$ cat src/rtl/mcp_pkg.sv
// Shared definitions for the multicycle-path (MCP) toggle handshake pair.
// Holds the FSM state type and default widths so mcp_tx and a future mcp_rx
// agree on encoding and bus sizing.
package mcp_pkg;

  typedef enum logic [1:0] {
    IDLE     = 2'd0,
    LAUNCH   = 2'd1,
    WAIT_ACK = 2'd2
  } mcp_state_t;

  localparam int DEF_WIDTH       = 8;
  localparam int DEF_SYNC_STAGES = 2;

endpackage

$ cat src/rtl/mcp_sync.sv
// Multi-flop level synchronizer for a single asynchronous bit.
// Latency: STAGES rising edges from d_i change to q_o change.
// Backpressure: none; free-running shift chain.
// Ports: clk/reset (async active-high, clears all stages), d_i async input,
//        q_o synchronized output (last stage).
module mcp_sync #(
  parameter int STAGES = 2
) (
  input  logic clk,
  input  logic reset,
  input  logic d_i,
  output logic q_o
);

  logic [STAGES-1:0] sync_q;

  always_ff @(posedge clk or posedge reset) begin
    if (reset) begin
      sync_q <= '0;
    end else begin
      sync_q <= {sync_q[STAGES-2:0], d_i};
    end
  end

  assign q_o = sync_q[STAGES-1];

endmodule

$ cat src/rtl/mcp_tx.sv
// Source side of a toggle req/ack multicycle-path transfer.
// Latency: accept at edge T, mcp_data valid after T, mcp_req toggles at T+1.
// Backpressure: in_ready only in IDLE; one word in flight until ack or timeout.
// Ports: clk, reset (async active-high); in_valid/in_data/in_ready upstream;
//        mcp_data/mcp_req out, mcp_ack in (async) to destination;
//        busy, xfer_count (mod 8), err (sticky) status.
module mcp_tx
  import mcp_pkg::*;
#(
  parameter int WIDTH       = DEF_WIDTH,
  parameter int SYNC_STAGES = DEF_SYNC_STAGES,
  parameter int TIMEOUT     = 64
) (
  input  logic             clk,
  input  logic             reset,
  input  logic             in_valid,
  input  logic [WIDTH-1:0] in_data,
  output logic             in_ready,
  output logic [WIDTH-1:0] mcp_data,
  output logic             mcp_req,
  input  logic             mcp_ack,
  output logic             busy,
  output logic [2:0]       xfer_count,
  output logic             err
);

  localparam logic [7:0] TIMER_LAST = 8'(TIMEOUT - 1);

  mcp_state_t       state_q, state_d;
  logic [WIDTH-1:0] data_q, data_d;
  logic             req_q, req_d;
  logic [2:0]       cnt_q, cnt_d;
  logic             err_q, err_d;
  logic [7:0]       timer_q, timer_d;
  logic             ack_prev_q;
  logic             ack_sync;

  mcp_sync #(.STAGES(SYNC_STAGES)) u_ack_sync (
    .clk   (clk),
    .reset (reset),
    .d_i   (mcp_ack),
    .q_o   (ack_sync)
  );

  always_comb begin
    state_d = state_q;
    data_d  = data_q;
    req_d   = req_q;
    cnt_d   = cnt_q;
    err_d   = err_q;
    timer_d = timer_q;

    case (state_q)
      IDLE: begin
        if (in_valid) begin
          data_d  = in_data;
          state_d = LAUNCH;
        end
      end
      LAUNCH: begin
        // Data has been stable for one cycle; now announce it.
        req_d   = ~req_q;
        timer_d = '0;
        state_d = WAIT_ACK;
      end
      WAIT_ACK: begin
        // Completion wins over a timeout landing on the same edge.
        if (ack_sync == req_q) begin
          cnt_d   = cnt_q + 3'd1;
          state_d = IDLE;
        end else if (timer_q == TIMER_LAST) begin
          err_d   = 1'b1;
          state_d = IDLE;
        end else begin
          timer_d = timer_q + 8'd1;
        end
      end
      default: state_d = IDLE;
    endcase

    // An ack edge outside WAIT_ACK is only legal if it restores
    // ack_sync == mcp_req (a late ack after a timeout).
    if (state_q != WAIT_ACK && ack_sync != ack_prev_q && ack_sync != req_q) begin
      err_d = 1'b1;
    end
  end

  always_ff @(posedge clk or posedge reset) begin
    if (reset) begin
      state_q    <= IDLE;
      data_q     <= '0;
      req_q      <= 1'b0;
      cnt_q      <= '0;
      err_q      <= 1'b0;
      timer_q    <= '0;
      ack_prev_q <= 1'b0;
    end else begin
      state_q    <= state_d;
      data_q     <= data_d;
      req_q      <= req_d;
      cnt_q      <= cnt_d;
      err_q      <= err_d;
      timer_q    <= timer_d;
      ack_prev_q <= ack_sync;
    end
  end

  assign in_ready   = (state_q == IDLE);
  assign busy       = (state_q != IDLE);
  assign mcp_data   = data_q;
  assign mcp_req    = req_q;
  assign xfer_count = cnt_q;
  assign err        = err_q;

endmodule

$ cat config.mk
export PLATFORM = sky130hd
export DESIGN_NAME = mcp_tx
export DESIGN_NICKNAME = d
export VERILOG_FILES = /design/src/rtl/mcp_pkg.sv /design/src/rtl/mcp_sync.sv /design/src/rtl/mcp_tx.sv
export SDC_FILE = /design/constraint.sdc
export NUM_CORES = 1
export LEC_CHECK = 0
export ABC_AREA = 1
export ABC_CLOCK_PERIOD_IN_PS = 3400
export CAP_MARGIN = 15
export CORE_AREA = 2 2 50 52
export CTS_BUF_LIST = sky130_fd_sc_hd__clkbuf_8
export DETAILED_ROUTE_END_ITERATION = 16
export DIE_AREA = 0 0 52 54
export GPL_TIMING_DRIVEN = 0
export PLACE_DENSITY = 0.83
export SYNTH_ARGS = -nofsm -noshare
export SYNTH_HDL_FRONTEND = slang
export SYNTH_HIERARCHICAL = 1
export SYNTH_SLANG_ARGS = --single-unit
$ cat constraint.sdc
create_clock -name clk -period 3.4 [get_ports clk]
set_clock_uncertainty 0.15 [all_clocks]
set_input_delay 0.68 -clock clk [delete_from_list [all_inputs] [get_ports clk]]
set_output_delay 0.68 -clock clk [all_outputs]
set_load 0.02 [all_outputs]
## After elaboration in Yosys (flattened, before gate mapping)

Index checks and enable logic that the tools add are counted.

- Bits of input ports: 12
- Output and inout port bits: 15
- Register bits after elaboration: 26
- Logic and storage cells: 46

- Equal/unequal tests: 12
- Add/sub/neg operators: 2
- Reductions and logical operators: 12
- Muxes and demuxes: 11
- Bitwise logic cells: 1

Operator list:

| operator | number |
|---|---|
| two-way mux 8 bit | 2 |
| one-hot mux 8 bit (2 select lines) | 1 |
| adder 8 x 1 -> 8 bit (second input constant) | 1 |
| == test 8 x 6 -> 1 bit (second input constant) | 1 |
| != test 2 bit (second input constant) | 4 |
| nonzero test 2 bit | 4 |
| two-way mux 2 bit | 3 |
| one-hot mux 2 bit (3 select lines) | 1 |
| AND reduction 2 bit | 3 |
| AND reduction 3 bit | 2 |
| two-way mux 1 bit | 4 |
| adder 3 x 1 -> 3 bit (second input constant) | 1 |
| != test 3 bit (second input constant) | 1 |
| == test 2 x 1 -> 1 bit (second input constant) | 1 |
| == test 2 bit (second input constant) | 1 |
| logical AND 1 bit | 2 |
| logical NOT 2 bit | 1 |
| != test 1 bit | 2 |
| != test 2 x 1 -> 1 bit (second input constant) | 1 |
| == test 1 bit | 1 |
| inverter 1 bit | 1 |

## Logic depth before layout (Yosys ltp)

- Depth after elaboration: 5
- Gate-level depth with buffers: 9

## Cells and area by module

The synthesis kept the hierarchy.

Modules (own cells, without submodules):

| module | area each (um^2) | cells each | times used |
|---|---|---|---|
| mcp_tx | 1,123.6 | 131 | 1 |
| mcp_sync | 53.8 | 3 | 1 |

## Worst setup path before layout

No wires, ideal clock.

- Path kind: reg2out
- Start point: register state_q[0]
- End point: output busy
- Arrival time: 1.022 ns
- Cell stages (with the launch flop): 3
- Setup slack: 1.548 ns
- Cells stage by stage: dfrtp_1 > nor2_1 > inv_1

- Longest elaborated chain between the ends: 1

Ends and longest elaborated chain:

| element | line | source |
|---|---|---|
| start, declared | mcp_tx.sv:29 | `mcp_state_t state_q, state_d;` |
| start signal, assigned | mcp_tx.sv:98 | `state_q <= state_d;` |
| nonzero test 2 bit | mcp_tx.sv:109 | `assign busy = (state_q != IDLE);` |
| end, declared | mcp_tx.sv:22 | `output logic busy,` |

Every way passes these cells.

## Final worst setup path

- Start point: register state_q[0]
- End point: output in_ready

- Longest elaborated chain between the ends: 1

Ends and longest elaborated chain:

| element | line | source |
|---|---|---|
| logical NOT 2 bit | mcp_tx.sv:108 | `assign in_ready = (state_q == IDLE);` |
| end, declared | mcp_tx.sv:18 | `output logic in_ready,` |

Every way passes these cells.

==> impl_metrics.json <==
{
  "synth_cell_types": 19,
  "endpoint_kind": "output pin",
  "synth-main-ff-cell": "dfrtp_1",
  "clkTransAtPathRegs_ns": 0.09,
  "die_area_um2": 2810,
  "startpoint_type": "flop",
  "max_stage_delay_ns": 0.66,
  "sequentialPowerShare_pct": 37.2,
  "synthesis.area_um2": 1180,
  "leakagePower_nw": 0.755,
  "drtAntennaViolNets": 0,
  "hpwl_mm": 1.73,
  "pwr-share-comb_pct": 43.0,
  "grt_setup_unrepaired": "false",
  "status": "finished, final reports clean",
  "yosys-top-cells-area": "dfrtp_1 (55%), nand2_1 (16%), nand3_1 (4.3%), inv_1 (3.8%), nor2_1 (2.9%)",
  "drt_iter0_markers": 7,
  "swShare_pct": 37.3,
  "synth_top_area_share_pct": 55.3,
  "place_ws_ns": 1.27,
  "tritoncts": "built",
  "overflow": 0,
  "setup_tns_ns": 0,
  "ys_warn_count": 6,
  "synth_seq_area_share_pct": 55.3,
  "cts_setup_buffers": 0,
  "antenna_found_initial": 0,
  "synthCells": 134,
  "routed_wl_mm": 2.21,
  "report.final.slew_viol_count": 0,
  "synth_area_leader_cell": "dfrtp_1",
  "dieHeight_um": 54,
  "nets": 179,
  "synth.avg_cell_area_um2": 8.79,
  "drcViolationCount": 0,
  "antennaDiodeCount": 0,
  "hold_slack_ns": 0.215,
  "critical_path.top_delay_family": "buffers and inverters",
  "cts_buffers": 3,
  "synth_most_common_cell": "nand2_1",
  "cp.arrival_ns": 1.62,
  "postLayoutCoreUtil_pct": 66.7,
  "syn2layout_area_growth_pct": 31.3,
  "synthArstFlopShare_pct": 100,
  "slew-limit-headroom_pct": 42.4,
  "synth-seq-cells": 26,
  "first_pass_iters": 4,
  "clockBufferDepth": 2,
  "critical_path_class": "flop to output pin",
  "place.gp.congestion": 0.765,
  "grt_start_max_net_pins": 25,
  "crit_slowest_cell": "clkdlybuf4s50_1",
  "cts.sinks": 26,
  "setup_viol": 0,
  "cts.hold.buffers_added": 0,
  "ir_worst_vdd_mv": 0.654,
  "root_buffer": "clkbuf_8",
  "power_frac_clock_pct": 19.8,
  "crit_buf_inv": 1,
  "io_buffer_count": 26,
  "hold_viol_final": 0,
  "drive_gt1_share_pct": 9.15,
  "grt_use_total_pct": 17.9,
  "hold_class": "flop to flop",
  "vias": 927,
  "final.setup.worst_slack_ns": 0.954,
  "grt_pass1_wl_mm": 3.73,
  "p_int_uw": 801,
  "max_freq_mhz": 409,
  "post_cts_resized": 0,
  "path_cells": "nor2_1, clkdlybuf4s50_1",
  "vias_per_cell": 4.78,
  "timing.final.crit_share_pct": 72.0,
  "grt_pass1_vias": 929,
  "cp.required_ns": 2.57,
  "io_pins": 27,
  "period_minus_slack_ns": 2.45,
  "synth-edff-count": 0,
  "clock_latency_ns": 0.27,
  "switching_power_uw": 476,
  "drv_cap": 0,
  "initial_core_util_pct": 50.8,
  "yosys-top-cells-count": "nand2_1 (51), dfrtp_1 (26), inv_1 (12), nand3_1 (10), nor2_1 (9)",
  "synth_nets": 148,
  "crit_fanout": 3,
  "wl_per_cell_um": 11.4,
  "design.core.area_um2": 2320,
  "htree_levels": 1,
  "num_rows": 18,
  "power.density_nw_per_um2": 826,
  "worstMarginPinSlew_ns": 0.863,
  "die_w_um": 52
}
## metal layers
layer	wire length [um]	vias to the layer above	GRT usage, %
met5	0	-	0
met4	0	0	7.46
met3	126	0	3.33
met2	1100	25	32.3
met1	977	428	20.8
li1	-	474	-
## state kept, by name (all words and copies together) (netlist names)
signal and count:
xfer_count 3, state_q 2, u_ack_sync/sync_q 2, mcp_data 8, ack_prev_q 1, timer_q 8
mcp_req 1, err 1
## cells by family after synthesis
kind of cell             after synthesis  share of synthesized area, %
AND/OR/NAND/NOR                       79                          30.2
buffers and inverters                 14                          4.46
XOR/XNOR                               6                          4.46
flip-flops                            26                          55.3
AO/OA/AOI/OAI                          7                          3.51
adder cells (fa/ha/maj)                2                          2.13
## worst paths after layout
path | startpoint | end | slack (ns) | cells past startpoint
max | state_q[0] | in_ready | 0.95 | 2
min | u_ack_sync/sync_q[0] | u_ack_sync/sync_q[1] | 0.21 | 0
max reg2reg | timer_q[1] | timer_q[3] | 1.84 | 8
min reg2reg | u_ack_sync/sync_q[0] | u_ack_sync/sync_q[1] | 0.21 | 0
max in group asynchronous | reset | timer_q[5] | 1.79 | 2
min in group asynchronous | reset | u_ack_sync/sync_q[0] | 0.43 | 2
## cell type report
type / count / area, um^2
clock buffer: 3 / 41.3
clock inverter: 1 / 30.0
inverter: 14 / 52.6
fill: 184 / 773
tap: 30 / 37.5
sequential: 26 / 651
timing repair buffer: 26 / 260
multi-input combinational: 94 / 474
## metrics by stage
step | power, mW | cells | area [um^2]
detailed placement | 1.03 | 190 | 1480
floorplan | 0.788 | 134 | 1180
finish | 1.28 | 194 | 1550
global route | 1.36 | 194 | 1550
CTS | 1.29 | 194 | 1550
global placement | 1.01 | 190 | 1480
## power by group through the flow
| stage | Clock (mW) | Combinational [mW] | Sequential [mW] |
|---|---|---|---|
| 5_1_grt | 0.264 | 0.605 | 0.486 |
| 3_3_place_gp | 0 | 0.540 | 0.472 |
| 4_1_cts | 0.257 | 0.558 | 0.474 |
| 2_1_floorplan | 0 | 0.229 | 0.559 |
| 3_5_place_dp | 0 | 0.555 | 0.477 |
| 6_report | 0.253 | 0.549 | 0.475 |
## cells in the final DEF, fill, tap and decap left out
| cell | netlist | routed |
|---|---|---|
| o21ai_2 | 1 | 1 |
| or2_2 | 1 | 1 |
| clkbuf_8 | 0 | 3 |
| ha_1 | 2 | 2 |
| nand2_4 | 2 | 2 |
| nand3_2 | 1 | 1 |
| inv_1 | 12 | 12 |
| xnor2_1 | 3 | 3 |
| nor2_1 | 9 | 9 |
| dfrtp_1 | 26 | 26 |
| inv_2 | 1 | 1 |
| nand2_1 | 51 | 51 |
| xor2_1 | 3 | 3 |
| o211ai_1 | 1 | 1 |
| clkdlybuf4s50_1 | 0 | 26 |
| nand2_2 | 3 | 3 |
| nor2_4 | 2 | 2 |
| nand3_1 | 10 | 10 |
| o21ai_0 | 4 | 4 |
| clkinv_1 | 1 | 1 |
| bufinv_16 | 0 | 1 |
| a21oi_1 | 1 | 1 |
No activity file was read; power rests on OpenSTA's default activity.
